## src/rtl/craps_table_scheduler.sv

```systemverilog
// Shares one dice-game controller among four players: round-robin turn grants,
// idle-turn forfeit, per-player saturating win counters and a sticky protocol-error flag.
module craps_table_scheduler #(
  parameter int TIMEOUT = 200,
  parameter int SCORE_W = 4
) (
  input  logic               clk,
  input  logic               reset,
  input  logic [3:0]         req,
  input  logic               win,
  input  logic               lose,
  input  logic [1:0]         score_sel,
  output logic               roll,
  output logic               game_rst,
  output logic [3:0]         grant,
  output logic               turn_done,
  output logic [SCORE_W-1:0] score,
  output logic               err
);

  localparam int CNT_W = (TIMEOUT > 1) ? $clog2(TIMEOUT) : 1;

  typedef enum logic [1:0] {
    IDLE,
    TURN,
    RELEASE,
    SETTLE
  } state_t;

  state_t             state_q, state_d;
  logic [3:0]         grant_q, grant_d;
  logic [1:0]         owner_q, owner_d;
  logic [1:0]         last_q, last_d;
  logic [CNT_W-1:0]   cnt_q, cnt_d;
  logic               err_q, err_d;
  logic               win_inc;
  logic               own_req;
  logic               found;
  logic [1:0]         pick;
  logic [1:0]         idx;
  logic [SCORE_W-1:0] score_arr [4];

  always_ff @(posedge clk) begin
    if (reset) begin
      state_q <= IDLE;
      grant_q <= '0;
      owner_q <= '0;
      last_q  <= 2'd3;
      cnt_q   <= '0;
      err_q   <= 1'b0;
    end else begin
      state_q <= state_d;
      grant_q <= grant_d;
      owner_q <= owner_d;
      last_q  <= last_d;
      cnt_q   <= cnt_d;
      err_q   <= err_d;
    end
  end

  // Round-robin search starting one past the previous owner.
  always_comb begin
    found = 1'b0;
    pick  = '0;
    idx   = '0;
    for (int k = 1; k <= 4; k++) begin
      idx = last_q + 2'(k);
      if (!found && req[idx]) begin
        found = 1'b1;
        pick  = idx;
      end
    end
  end

  assign own_req = |(req & grant_q);

  always_comb begin
    state_d   = state_q;
    grant_d   = grant_q;
    owner_d   = owner_q;
    last_d    = last_q;
    cnt_d     = cnt_q;
    err_d     = err_q;
    win_inc   = 1'b0;
    roll      = 1'b0;
    game_rst  = reset;
    turn_done = 1'b0;
    case (state_q)
      IDLE: begin
        if (win || lose) err_d = 1'b1;
        if (found) begin
          grant_d = 4'(1) << pick;
          owner_d = pick;
          cnt_d   = '0;
          state_d = TURN;
        end
      end
      TURN: begin
        roll = own_req && !reset;
        if (lose) begin
          if (win) err_d = 1'b1;
          state_d = RELEASE;
        end else if (win) begin
          win_inc = 1'b1;
          state_d = RELEASE;
        end else if (own_req) begin
          cnt_d = '0;
        end else if (cnt_q == CNT_W'(TIMEOUT - 1)) begin
          // Forfeit: reset the game controller and close the turn without scoring.
          game_rst = 1'b1;
          grant_d  = '0;
          state_d  = SETTLE;
        end else begin
          cnt_d = cnt_q + 1'b1;
        end
      end
      RELEASE: begin
        if (!win && !lose) begin
          grant_d = '0;
          state_d = SETTLE;
        end
      end
      SETTLE: begin
        turn_done = !reset;
        last_d    = owner_q;
        state_d   = IDLE;
      end
      default: state_d = IDLE;
    endcase
  end

  genvar gi;
  generate
    for (gi = 0; gi < 4; gi++) begin : g_score
      logic [SCORE_W-1:0] pl_score_q;
      always_ff @(posedge clk) begin
        if (reset) begin
          pl_score_q <= '0;
        end else if (win_inc && grant_q[gi] && (pl_score_q != {SCORE_W{1'b1}})) begin
          pl_score_q <= pl_score_q + 1'b1;
        end
      end
      assign score_arr[gi] = pl_score_q;
    end
  endgenerate

  assign score = score_arr[score_sel];
  assign grant = grant_q;
  assign err   = err_q;

endmodule

```

## config.mk

```make
export PLATFORM = sky130hd
export DESIGN_NAME = craps_table_scheduler
export DESIGN_NICKNAME = d
export VERILOG_FILES = /design/src/rtl/craps_table_scheduler.sv
export SDC_FILE = /design/constraint.sdc
export NUM_CORES = 1
export LEC_CHECK = 0
export CAP_MARGIN = 25
export CORE_ASPECT_RATIO = 1.75
export CORE_MARGIN = 1.5
export CORE_UTILIZATION = 45
export DETAILED_ROUTE_END_ITERATION = 7
export MAX_ROUTING_LAYER = met4
export PLACE_DENSITY = 0.66
export SYNTH_ARGS = -nofsm -noshare
export SYNTH_HDL_FRONTEND = slang
export SYNTH_SLANG_ARGS = --single-unit
```

## constraint.sdc

```tcl
create_clock -name clk -period 5.1 [get_ports clk]
set_clock_uncertainty 0.2 [all_clocks]
set_input_delay 1.02 -clock clk [delete_from_list [all_inputs] [get_ports clk]]
set_output_delay 1.02 -clock clk [all_outputs]
set_load 0.02 [all_outputs]
```

==> qor.csv <==
stage,metric,value,unit
run_status,status,completed,
timing,final-hold-violation-count,0,
clock_tree,path_clk_slew,0.06,ns
route,drc_errors,0,
clock_tree,clock-root-buffer,clkbuf_8,
placement,portBuffers,21,
critical_path,cp.buffers_inverters,2,
grt,track_usage,0.210,
floorplanning,initial_core_util,0.476,
floorplanning,die_h,91.1,um
timing,fin_crit_sh,0.796,
clock_tree,cts.sinks,35,
timing,rsz0062_at_grt,false,
clock_tree,insertion_delay,0.29,ns
pwr,power.total,869,uW
clock_tree,cts_resized,0,
placement,place_congestion,0.832,
synth,synth-seq-area-share,0.351,
placement,post-place-ws,1.07,ns
floorplanning,coreArea,4190,um2
route,vias,1680,
critical_path,cp_slowest_cell,clkdlybuf4s50_1,
timing,fmax,246,MHz
route,viasPerCell,5.79,
critical_path,critPathArrivalTime,2.84,ns
synth,syn-instance-count,220,
synth,synthFlopType,dfxtp_1,
final_layout,drive_above_1_share,0.0747,
final_layout,design_area,2310,um2
synth,avgSynthCellArea,9.07,um2
synth,ys_ff_latch,35,
final_layout,num-nets-final,261,
critical_path,path_cells,clkdlybuf4s50_1 > a22oi_1 > nand2_1 > nor2_1 > a21o_1 > clkdlybuf4s50_1,
synth,netlist_area,2000,um2
synth,yosys_warnings,0,
critical_path,required,3.88,ns
synth,synth_top_area_share,0.351,
placement,placed_cell_area,2230,um2
clock_tree,cts_buffer_depth,2,
route,drt-pass1-iter-count,4,
critical_path,crit_family,buffers and inverters,
timing,fin_setup_tns,0,ns
grt,grt_overflow,0,
pwr,power.density,375,nW/um2
floorplanning,rows,31,
timing,tightest_slew,0.679,ns
synth,synth.largest_area_cell,dfxtp_1,
clock_tree,cts_setup_buffers,0,
timing,setup_slack,1.04,ns
synth,synth_edf_count,0,
floorplanning,die_area,4860,um2
timing,maxSlewViolCount,0,
critical_path,slowest_delay,0.60,ns
run,maxCapViolCount,0,
timing,maxSlewHeadroom,0.544,
final_layout,final_cells,290,
grt,grt_pass1_wl,7580,um
final_layout,diodes,0,
synth,yosys-top-cells-area,"dfxtp_1 35%, ha_1 6.9%, nor2_1 5.1%",
timing,period_minus_slack,4.06,ns
final_layout,syn_to_final_growth,16.0,%
critical_path,worstSetupPathType,primary input to output port,
route,drtAntennaViolNets,0,
clock_tree,cts_made_buffers,5,
floorplanning,die_w,53.3,um
floorplanning,num_io_pins,22,
route,routed_wl,4460,um
hold_path,worstHoldPathType,flop to flop,
critical_path,worst_setup_path_start_kind,primary input,
synth,synth_nets,241,
critical_path,worstSetupEndpointType,output port,
grt,grt_pass1_vias,1666,
grt,grt_max_degree,27,
synth,synth-async-reset-ratio,0,
critical_path,worst_path_most_repeated_cell,clkdlybuf4s50_1,
clock_tree,h-tree-depth,2,
clock_tree,cts_tree,built,
timing,setup_viol,0,
pwr,ir_drop,0.264,mV
final_layout,layout_commonest_cell,dfxtp_1,
clock_tree,postCtsHoldBufs,0,
route,drtIter0Drc,39,
placement,dpl.hpwl,3340,um
critical_path,worstPathMaxFanout,5,
placement,dp_cells,282,
grt,grt_antenna_before_repair,0,
route,routedWlPerCell,15.4,um
pwr,leakage,0.000861,uW
final_layout,final_cell_mix,"35 x dfxtp_1, 27 x nor2_1, 21 x clkdlybuf4s50_1",
synth,yosysUniqueCellTypes,48,
## power by group
part | internal [uW] | switching, uW | total, uW
Clock | 95.8 | 97.5 | 193
Combinational | 136 | 200 | 336
Sequential | 305 | 34.8 | 340
## final cells by class
class | count | area [um2]
clock buffers | 7 | 76.3
clock inverters | 1 | 5.00
fillers | 401 | 1870
inverters | 5 | 18.8
multi-input cells | 171 | 1230
flip-flops and latches | 35 | 701
well taps | 49 | 61.3
repair buffers | 22 | 218
## sequential cells by signal (all words and copies together) (netlist names)
signal / flops
cnt_q: 8
g_score.pl_score_q: 16
grant: 4
err: 1
owner_q: 2
last_q: 2
state_q: 2
## worst paths after layout
path / start / slack (ns) / to / cells past startpoint
worst max-delay path: req[1] / 1.04 / game_rst / 6
worst min-delay path: owner_q[1] / 0.27 / last_q[1] / 1
worst max register to register: state_q[1] / 2.73 / cnt_q[6] / 7
worst min register to register: owner_q[1] / 0.27 / last_q[1] / 1
## cell usage after synthesis (5+ instances only)
master,instances
mux2i_1,7
ha_1,11
dfxtp_1,35
nor2_1,27
a21o_1,5
a21oi_1,7
nor2b_1,6
xor2_1,11
inv_1,5
nand2b_1,5
nand2_1,11
nand4_1,6
clkbuf_1,8
nand3_1,11
xnor2_1,5
nor3_1,5
a211oi_1,7
## routing by layer
| metal | routed length [um] | vias to the layer above | GRT usage |
|---|---|---|---|
| met4 | 89 | 0 | 0.0769 |
| met2 | 2480 | 30 | 0.382 |
| met5 | 0 | - | - |
| li1 | - | 843 | - |
| met3 | 115 | 8 | 0.0345 |
| met1 | 1780 | 799 | 0.212 |
## kinds of logic after synthesis
family                   count (synthesis)  synth area share
multiplexers                            11            0.0803
flip-flops                              35             0.351
buffers and inverters                   14            0.0301
AND/OR/NAND/NOR                         91             0.242
AO/OA/AOI/OAI                           42             0.157
XOR/XNOR                                16            0.0702
adder cells (fa/ha/maj)                 11            0.0690
## worst reg2reg max path: cells and delay by family (launching register included)
family | cells | cell delay, ns
DFF | 1 | 0.36
and+or+nand+nor | 3 | 0.74
adders and majority gates | 1 | 0.33
AOI/OAI and AO/OA | 1 | 0.35
xor gates and xnor gates | 1 | 0.17
buffers and inverters | 1 | 0.14
## per-stage QoR
step | utilization | hold slack, ns
floorplan | - | 0.235
global placement | 0.533 | 0.254
detailed placement | 0.533 | 0.259
CTS | 0.553 | 0.274
global route | 0.553 | 0.295
finish | 0.553 | 0.267
(Power assumes the default switching activity.)
